### src/rtl/cmd_parser_pkg.sv
// Shared types and constants for the UART command parser.
// Optional timeout support is selected with LOGIP_RX_TIMEOUT_EN (see rx_timeout).
package cmd_parser_pkg;

  typedef enum logic [1:0] {
    StIdle,
    StArg,
    StExec,
    StIdTx
  } state_e;

  localparam logic [7:0] OPC_RESET = 8'h00;
  localparam logic [7:0] OPC_RUN   = 8'h01;
  localparam logic [7:0] OPC_ID    = 8'h02;

  localparam int unsigned LONG_BIT = 7;

  // Byte idx of a 32-bit word, byte 0 being the least significant.
  function automatic logic [7:0] word_byte(input logic [31:0] word, input logic [1:0] idx);
    return word[{idx, 3'b000} +: 8];
  endfunction

endpackage

### src/rtl/rx_timeout.sv
// Idle-cycle watchdog for the argument phase of long commands.
// Only counts when LOGIP_RX_TIMEOUT_EN is defined; otherwise expired_o is constant 0.
module rx_timeout #(
  parameter int unsigned Limit = 100000
) (
  input  logic clk_i,
  input  logic rst_ni,
  input  logic en_i,
  input  logic clr_i,
  output logic expired_o
);

`ifdef LOGIP_RX_TIMEOUT_EN
  localparam int unsigned CntW = $clog2(Limit + 1);

  logic [CntW-1:0] cnt_q, cnt_d;

  // Fires on the Limit-th consecutive idle cycle; a byte in that cycle wins.
  always_comb begin
    expired_o = en_i && !clr_i && (cnt_q == CntW'(Limit - 1));
    cnt_d     = cnt_q + 1'b1;
    if (!en_i || clr_i || expired_o) begin
      cnt_d = '0;
    end
  end

  always_ff @(posedge clk_i or negedge rst_ni) begin
    if (!rst_ni) begin
      cnt_q <= '0;
    end else begin
      cnt_q <= cnt_d;
    end
  end
`else
  logic unused_inputs;
  assign unused_inputs = ^{clk_i, rst_ni, en_i, clr_i};
  assign expired_o     = 1'b0;
`endif

endmodule

### src/rtl/cmd_parser.sv
// UART byte-stream command decoder: short (1-byte) and long (opcode + 4 arg bytes) commands,
// soft reset and ID readout. Argument timeout enabled by LOGIP_RX_TIMEOUT_EN.
module cmd_parser
  import cmd_parser_pkg::*;
#(
  parameter int unsigned TIMEOUT_CYCLES = 100000,
  parameter logic [31:0] ID_WORD        = 32'h534C4131
) (
  input  logic        clk_i,
  input  logic        rst_in,
  input  logic        rx_stb_i,
  input  logic [7:0]  rx_i,
  input  logic        tx_rdy_i,
  output logic        exec_o,
  output logic [7:0]  opc_o,
  output logic [31:0] arg_o,
  output logic        soft_rst_o,
  output logic        tx_stb_o,
  output logic [7:0]  tx_o,
  output logic        err_o
);

  state_e      state_q, state_d;
  logic [7:0]  cmd_q, cmd_d;
  logic [23:0] part_q, part_d;
  logic [1:0]  cnt_q, cnt_d;
  logic [7:0]  opc_q, opc_d;
  logic [31:0] arg_q, arg_d;
  logic        tx_stb_q, tx_stb_d;
  logic [7:0]  tx_q, tx_d;
  logic        err_q, err_d;
  logic        timeout;

  rx_timeout #(
    .Limit(TIMEOUT_CYCLES)
  ) u_rx_timeout (
    .clk_i    (clk_i),
    .rst_ni   (rst_in),
    .en_i     (state_q == StArg),
    .clr_i    (rx_stb_i),
    .expired_o(timeout)
  );

  always_comb begin
    state_d    = state_q;
    cmd_d      = cmd_q;
    part_d     = part_q;
    cnt_d      = cnt_q;
    opc_d      = opc_q;
    arg_d      = arg_q;
    tx_stb_d   = 1'b0;
    tx_d       = tx_q;
    err_d      = 1'b0;
    exec_o     = 1'b0;
    soft_rst_o = 1'b0;

    unique case (state_q)
      StIdle: begin
        if (rx_stb_i) begin
          cmd_d = rx_i;
          cnt_d = '0;
          if (rx_i[LONG_BIT]) begin
            state_d = StArg;
          end else begin
            state_d = StExec;
            // ID requests are not reported, so the visible opcode/arg must not move.
            if (rx_i != OPC_ID) begin
              opc_d = rx_i;
              arg_d = '0;
            end
          end
        end
      end
      StArg: begin
        if (timeout) begin
          err_d   = 1'b1;
          state_d = StIdle;
        end else if (rx_stb_i) begin
          cnt_d = cnt_q + 2'd1;
          if (cnt_q == 2'd3) begin
            opc_d   = cmd_q;
            arg_d   = {rx_i, part_q};
            state_d = StExec;
          end else begin
            part_d[{cnt_q, 3'b000} +: 8] = rx_i;
          end
        end
      end
      StExec: begin
        if (cmd_q == OPC_ID) begin
          cnt_d   = '0;
          state_d = StIdTx;
        end else begin
          exec_o     = 1'b1;
          soft_rst_o = (cmd_q == OPC_RESET);
          state_d    = StIdle;
        end
      end
      StIdTx: begin
        if (tx_rdy_i && !tx_stb_q) begin
          tx_stb_d = 1'b1;
          tx_d     = word_byte(ID_WORD, cnt_q);
          cnt_d    = cnt_q + 2'd1;
          if (cnt_q == 2'd3) begin
            state_d = StIdle;
          end
        end
      end
      default: state_d = StIdle;
    endcase
  end

  always_ff @(posedge clk_i or negedge rst_in) begin
    if (!rst_in) begin
      state_q  <= StIdle;
      cmd_q    <= '0;
      part_q   <= '0;
      cnt_q    <= '0;
      opc_q    <= '0;
      arg_q    <= '0;
      tx_stb_q <= 1'b0;
      tx_q     <= '0;
      err_q    <= 1'b0;
    end else begin
      state_q  <= state_d;
      cmd_q    <= cmd_d;
      part_q   <= part_d;
      cnt_q    <= cnt_d;
      opc_q    <= opc_d;
      arg_q    <= arg_d;
      tx_stb_q <= tx_stb_d;
      tx_q     <= tx_d;
      err_q    <= err_d;
    end
  end

  assign opc_o    = opc_q;
  assign arg_o    = arg_q;
  assign tx_stb_o = tx_stb_q;
  assign tx_o     = tx_q;
  assign err_o    = err_q;

endmodule

### config.mk
export PLATFORM = sky130hd
export DESIGN_NAME = cmd_parser
export DESIGN_NICKNAME = d
export VERILOG_FILES = /design/src/rtl/cmd_parser_pkg.sv /design/src/rtl/rx_timeout.sv /design/src/rtl/cmd_parser.sv
export SDC_FILE = /design/constraint.sdc
export NUM_CORES = 1
export LEC_CHECK = 0
export CORE_MARGIN = 5
export CORE_UTILIZATION = 25
export CTS_CLUSTER_DIAMETER = 30
export DETAILED_ROUTE_END_ITERATION = 10
export PLACE_DENSITY_LB_ADDON = 0.12
export SLEW_MARGIN = 20
export SYNTH_ARGS = -nofsm -noshare
export SYNTH_HDL_FRONTEND = slang
export SYNTH_SLANG_ARGS = --single-unit
### constraint.sdc
create_clock -name clk_i -period 3.1 [get_ports clk_i]
set_input_delay 0.62 -clock clk_i [delete_from_list [all_inputs] [get_ports clk_i]]
set_output_delay 0.62 -clock clk_i [all_outputs]
set_load 0.005 [all_outputs]
==> metrics.md, run 1 <==
| Metric | Value |
|---|---|
| Status | `completed` |
| Dominant register cell in the synthesized netlist | `dfrtp_1` |
| Flop-to-flop setup slack | `about 1.0 ns` |
| Worst Setup SP | `cmd_q[3]$_DFFE_PN0P_` |
| Final WL | `9.57 mm` |
| First-pass GRT wire length | `15.6 mm` |
| Met3 wire len | `432 um` |
| CTS Sinks | `between 80 and 90` |
| Met2 wire length | `4.48 mm` |
| Chip Width | `roughly 130 um` |
| Total GRT Usage | `roughly 12%` |
| Chip height | `129 um` |
| Uppermost routed layer | `met4` |
| CTS tree | `yes` |
| Number of global-route vias before repair | `~2.7k` |
| Total gr overflow | `0` |
| Max incr delay on CP | `0.55 ns` |
| Area grow syn2layout | `31.9%` |
| Clk buf depth | `2` |
| DR iter-0 viols | `147` |
| Final RePlAce weighted congestion | `0.780` |
| Final Hold Fails | `0` |
| Die ar. | `around 17000 um2` |
| Instance count on the critical path | `4` |
| Clk pin slew, worst setup/hold paths | `about 0.060 ns` |
| Pwr dens | `927 nW/um2` |
| Root Driver | `clkbuf_16` |
| Fin crit period | `2.78 ns` |
| Post-route ant nets | `0` |
| Asr flop ratio synth | `100%` |
| DRC viols | `0` |
| Final net count | `391` |
| Vias per inst | `approximately 4.7` |
| Inserted Clock Buffers | `9` |
| Critical path type | `flop to output pin` |
| FF-to-FF Start | `state_q[1]$_DFFE_PN0P_` |
| H-tree lvl count | `3` |
| Reg-to-Reg End | `arg_o[1]$_DFFE_PN0P_` |
| Synth warn | `0` |
| FF/Latch Area | `about 2100 um2` |
| WP buf/inv | `1` |
| Setup WS post-layout | `0.321 ns` |
| Fmax achieved | `about 360 MHz` |
| Setup-failing EPs final | `0` |
| # fillers | `1380` |
| MaxCap Viol Count | `0` |
| Critical Path End | `soft_rst_o` |
| Detailed placement HPWL | `between 6 and 7 mm` |
| Post_cts resized | `0` |
| Dpl ws | `0.400 ns` |
| Post-CTS Setup Bufs | `0` |
| Commonest non-fill, non-tap cell in the layout | `dfrtp_1` |
| IO Count | `64` |
| Worst reg-to-reg path cell count | `4` |
| Footprint of the multi-input gates | `1290 um2` |
| Most frequent cells in the layout | `dfrtp_1, o21ai_0, clkdlybuf4s50_1, nand2_1, a22o_1` |
| CP arrival | `roughly 2.2 ns` |
| Rows | `43` |
| Relative slew slack | `47.9%` |
| Library cells used by synthesis | `35` |
| Worst path cell trace | `nor4_1 -> nand2_1 -> nor3_1 -> clkdlybuf4s50_1` |
| Met1 Wirelength | `4.44 mm` |
| CP Capture Type | `output pin` |
| Crit Path Max Fanout | `3` |
| Worst-margin pin slew | `0.781 ns` |
| Starting Density | `about 25%` |
| Hold Crit Class | `primary input to asynchronous set/reset pin` |
| #FFs+latches synth | `just over 80` |
| Post-CTS Hold Buffers | `0` |
| Largest net degree at the start of global routing | `84` |
| Worst skew pair latency | `~0.34 ns` |
| Worst path top cell family by delay | `simple AND/OR/NAND/NOR gates` |
| Wire per inst | `~17 um` |
| Initial antenna violation count | `0` |
| Syn_area_per_cell | `11.4 um2` |
| Synth Instances | `309` |
| Worst VDD drop | `0.356 mV` |
| Placeable Area | `13800 um2` |
| CP required | `2.48 ns` |
| Via count | `about 2.6k` |
| Worst setup SP type | `flop` |
| Max-slew violation count | `0` |
| Fin crit share | `89.6%` |
| Unrepaired setup endpoints after global routing | `no` |
| Antenna diodes | `0` |
| Number of synthesized flops with an enable pin | `0` |
| Final setup TNS | `0 ns` |
| Leak pwr | `2.00 nW` |
| Sequential area share after synthesis | `around three fifths` |
| Mapped Area | `3520 um2` |
| Final Skew | `0.00796 ns` |
| IO buf count | `61` |
| Drt first pass iters | `4` |
| Slowest cell on crit path | `clkdlybuf4s50_1` |
| Layout cell share with drive strength beyond 1 | `12.5%` |
[synthesized netlist by cell type, types with 3 or more instances]
library cell  number  area [um2]
mux2_2            11         124
nor2_1             4        15.0
ha_1               6        75.1
dfrtp_1           83        2080
mux2i_1            7        70.1
nand2_1           43         161
buf_2              3        15.0
inv_1              5        18.8
clkbuf_1           6        22.5
o21ai_0           66         330
buf_6              6        67.6
buf_4              5        37.5
a22o_1            30         263
nor2b_1            3        18.8
[flip-flops by register name, indices dropped and copies added, names as in the netlist]
register,cells
cmd_q,8
opc_o,8
tx_o,6
part_q,24
state_q,2
arg_o,32
tx_stb_o,1
cnt_q,2
[per-stage QoR]
step / total power, mW / area [um2] / instances / utilization (%) / hold slack (ns)
floorplan: 2.46 / 3530 / 310 / - / 0.324
global placement: 3.12 / 4310 / 542 / 31.1 / 0.469
detailed placement: 3.13 / 4310 / 542 / 31.1 / 0.470
CTS: 4.38 / 4650 / 557 / 33.6 / 0.485
global route: 4.63 / 4650 / 557 / 33.6 / 0.424
finish: 4.31 / 4650 / 557 / 33.6 / 0.349
[metal layers]
metal,vias to the layer above,track usage (%)
met1,1302,16.6
li1,1228,-
met4,0,4.94
met3,14,3.15
met2,50,19.0
met5,-,0
[logic make-up (layout without fill, tap and decap cells)]
| group | count (synthesis) | count (layout) | share of synthesized area (%) |
|---|---|---|---|
| compound gates | 105 | 105 | 18.7 |
| fa+ha+maj | 6 | 6 | 2.13 |
| buf+inv | 26 | 93 | 4.72 |
| flops | 83 | 83 | 58.9 |
| mux | 18 | 18 | 5.50 |
| other cells | 1 | 2 | 0.106 |
| simple gates | 70 | 70 | 9.94 |
[power by group]
group	switching [mW]	internal, mW	total [mW]
Combinational	0.631	0.722	1.35
Clock	0.446	0.786	1.23
Sequential	0.267	1.46	1.72
Total	1.34	2.97	4.31
[worst min path at each step]
stage | cells after the start | endpoint | startpoint | slack, ns
floorplan | 0 | arg_o[0]$_DFFE_PN0P_ | rst_in | 0.32
global placement | 2 | part_q[2]$_DFFE_PN0P_ | part_q[2]$_DFFE_PN0P_ | 0.47
detailed placement | 2 | part_q[0]$_DFFE_PN0P_ | part_q[0]$_DFFE_PN0P_ | 0.47
CTS | 2 | part_q[0]$_DFFE_PN0P_ | part_q[0]$_DFFE_PN0P_ | 0.49
global route | 1 | arg_o[12]$_DFFE_PN0P_ | rst_in | 0.42
finish | 1 | tx_o[1]$_DFFE_PN0P_ | rst_in | 0.35
[final cells by class]
cell class / count / area share (%)
Tap cell: 180 / 4.84
Inverter: 5 / 0.404
Clock inverter: 6 / 2.45
Sequential cell: 83 / 44.7
Multi-Input combinational cell: 201 / 27.7
Clock buffer: 9 / 4.84
Timing Repair Buffer: 73 / 15.1
[worst register-to-register path, delay by kind of cell, from the launching register on]
kind	cells	cell delay, ns
simple gates	3	1.21
compound gates	1	0.20
flops	1	0.51
Power figures use the tool's default switching activity.
==> run 2, diff against run 1 <==
Settings changed: SLEW_MARGIN 20 to 0.
==> metrics.md, run 2 (synthesized netlist as in run 1, its figures left out) <==
| Metric | Value |
|---|---|
| CTS Sinks | `83 (unchanged)` |
| Final setup TNS | `0 ns (unchanged)` |
| Number of global-route vias before repair | `2730 (unchanged)` |
| Via count | `2592 (was 2594)` |
| Worst path top cell family by delay | `simple AND/OR/NAND/NOR gates (unchanged)` |
| Fmax achieved | `360 MHz (about the same)` |
| Rows | `43 (unchanged)` |
| WHS Endpoint | `part_q[0]$_DFFE_PN0P_` |
| Commonest non-fill, non-tap cell in the layout | `dfrtp_1 (unchanged)` |
| Post-route ant nets | `0 (unchanged)` |
| DRC viols | `0 (unchanged)` |
| # fillers | `1382 (was 1380)` |
| Final RePlAce weighted congestion | `0.780 (unchanged)` |
| Chip Width | `129 um (unchanged)` |
| Worst path cell trace | `nor4_1 -> nand2_1 -> nor3_1 -> clkdlybuf4s50_1 (unchanged)` |
| Drt first pass iters | `4 (unchanged)` |
| Worst-margin pin slew | `1.09 ns (was 0.781 ns)` |
| Fin crit period | `2.78 ns (about the same)` |
| Fin crit share | `89.6% (about the same)` |
| Final Util | `33.6% (about the same)` |
| WP buf/inv | `1 (unchanged)` |
| Pwr dens | `927 nW/um2 (about the same)` |
| Flop-to-flop setup slack | `1.04 ns (about the same)` |
| Worst reg-to-reg path cell count | `4 (unchanged)` |
| Unrepaired setup endpoints after global routing | `no (unchanged)` |
| Most frequent cells in the layout | `dfrtp_1, o21ai_0, clkdlybuf4s50_1, nand2_1, a22o_1 (unchanged)` |
| Chip height | `129 um (unchanged)` |
| Worst VDD drop | `0.356 mV (about the same)` |
| Placeable Area | `13800 um2 (unchanged)` |
| Root Driver | `clkbuf_16 (unchanged)` |
| Post_cts resized | `0 (unchanged)` |
| Final net count | `391 (unchanged)` |
| IO Count | `64 (unchanged)` |
| Max incr delay on CP | `0.55 ns (about the same)` |
| Inserted Clock Buffers | `9 (unchanged)` |
| Clk buf depth | `2 (unchanged)` |
| Crit Path Max Fanout | `3 (unchanged)` |
| Worst setup SP type | `flop (unchanged)` |
| FF-to-FF Start | `state_q[1]$_DFFE_PN0P_ (unchanged)` |
| Hold Crit Class | `flop to flop (was primary input to asynchronous set/reset pin)` |
| MaxCap Viol Count | `0 (unchanged)` |
| Critical path type | `flop to output pin (unchanged)` |
| Total GRT Usage | `12.3% (unchanged)` |
| Area grow syn2layout | `31.8% (was 31.9%)` |
| CP arrival | `2.16 ns (about the same)` |
| Worst skew pair latency | `0.34 ns (about the same)` |
| CP required | `2.48 ns (about the same)` |
| Post-CTS Hold Buffers | `0 (unchanged)` |
| Slowest cell on crit path | `clkdlybuf4s50_1 (unchanged)` |
| Detailed placement HPWL | `6.30 mm (unchanged)` |
| Final Hold Fails | `0 (unchanged)` |
| DR iter-0 viols | `147 (unchanged)` |
| Antenna diodes | `0 (unchanged)` |
| Clk pin slew, worst setup/hold paths | `0.06 ns (about the same)` |
| Setup-failing EPs final | `0 (unchanged)` |
| Die ar. | `16600 um2 (unchanged)` |
| Initial antenna violation count | `0 (unchanged)` |
| Layout cell share with drive strength beyond 1 | `12.5% (unchanged)` |
| Leak pwr | `2.00 nW (about the same)` |
| Final Skew | `0.00821 ns (was 0.00796 ns)` |
| First-pass GRT wire length | `15.6 mm (unchanged)` |
| H-tree lvl count | `3 (unchanged)` |
| Hold path cells | `2` |
| Post-CTS Setup Bufs | `0 (unchanged)` |
| Status | `completed (unchanged)` |
| Max-slew violation count | `0 (unchanged)` |
| Reg-to-Reg End | `arg_o[1]$_DFFE_PN0P_ (unchanged)` |
| CTS tree | `yes (unchanged)` |
| Min-delay src | `part_q[0]$_DFFE_PN0P_` |
| Vias per inst | `4.65 (was 4.66)` |
| Total gr overflow | `0 (unchanged)` |
| Number of flip-flops in the largest register | `32 (unchanged)` |
| IO buf count | `61 (unchanged)` |
| Worst Setup SP | `cmd_q[3]$_DFFE_PN0P_ (unchanged)` |
| Wire per inst | `17.2 um (unchanged)` |
| Relative slew slack | `27.4% (was 47.9%)` |
| Largest net degree at the start of global routing | `84 (unchanged)` |
| CP Capture Type | `output pin (unchanged)` |
| Starting Density | `25.5% (unchanged)` |
| Final WL | `9.57 mm (unchanged)` |
## run 2: cell count changes in the layout (fill, tap and decap cells not counted)
cell   delta
buf_6     -1
buf_4     +1
## run 2: worst max-delay path by stage
stage                       endpoint  slack, ns  cells past startpoint
6_report                  soft_rst_o       0.32                      4
2_1_floorplan  part_q[6]$_DFFE_PN0P_       1.31                      5
5_1_grt                   soft_rst_o       0.15                      4
3_5_place_dp    arg_o[1]$_DFFE_PN0P_       0.40                      5
3_3_place_gp    arg_o[1]$_DFFE_PN0P_       0.43                      5
4_1_cts                   soft_rst_o       0.26                      4
## run 2: worst register-to-register path: cells and delay by family, from the launching register on
family	cells	cell delay, ns
AOI/OAI and AO/OA	1	0.20
and+or+nand+nor	3	1.21
DFF	1	0.51
## run 2: where the power goes
| group | leakage [nW] | internal (mW) | total, mW | switching, mW |
|---|---|---|---|---|
| registers | 1.10 | 1.46 | 1.72 | 0.266 |
| clock network | 0.158 | 0.785 | 1.23 | 0.445 |
| logic | 0.738 | 0.721 | 1.35 | 0.631 |
| total | 2.00 | 2.96 | 4.31 | 1.34 |
## run 2: final cells by class
| cell class | count | area (um2) | area share, % |
|---|---|---|---|
| well taps | 180 | 225 | 4.85 |
| clock buffers | 9 | 225 | 4.85 |
| clock inverters | 6 | 114 | 2.45 |
| inverters | 5 | 18.8 | 0.404 |
| repair buffers | 73 | 698 | 15.0 |
| flip-flops and latches | 83 | 2080 | 44.7 |
| multi-input cells | 201 | 1290 | 27.7 |
## run 2: layer usage
metal  share of wire, %  GRT usage (%)  up-vias  routed length, um
met5                  0              0        -                  0
met4                2.2           4.94        0                215
met3                4.5           3.15       14                432
met2                 47           19.0       50               4490
met1                 46           16.6     1300               4440
li1                   -              -     1228                  -
## run 2: stage by stage
stage                     power (mW)  cell area (um2)  setup slack, ns  hold WS [ns]  std cells
after global routing            4.63             4650            0.146         0.507        557
final                           4.31             4650            0.321         0.481        557
after CTS                       4.38             4650            0.256         0.485        557
after detailed placement        3.13             4310            0.400         0.470        542
after floorplan                 2.46             3530             1.31         0.324        310
after global placement          3.12             4310            0.427         0.469        542
==> run 3, diff against run 2 <==
Settings changed: SLEW_MARGIN 0 to unset.
==> results of run 3 <==
Same layout as run 2: the final DEF is identical, and so are final timing and power.
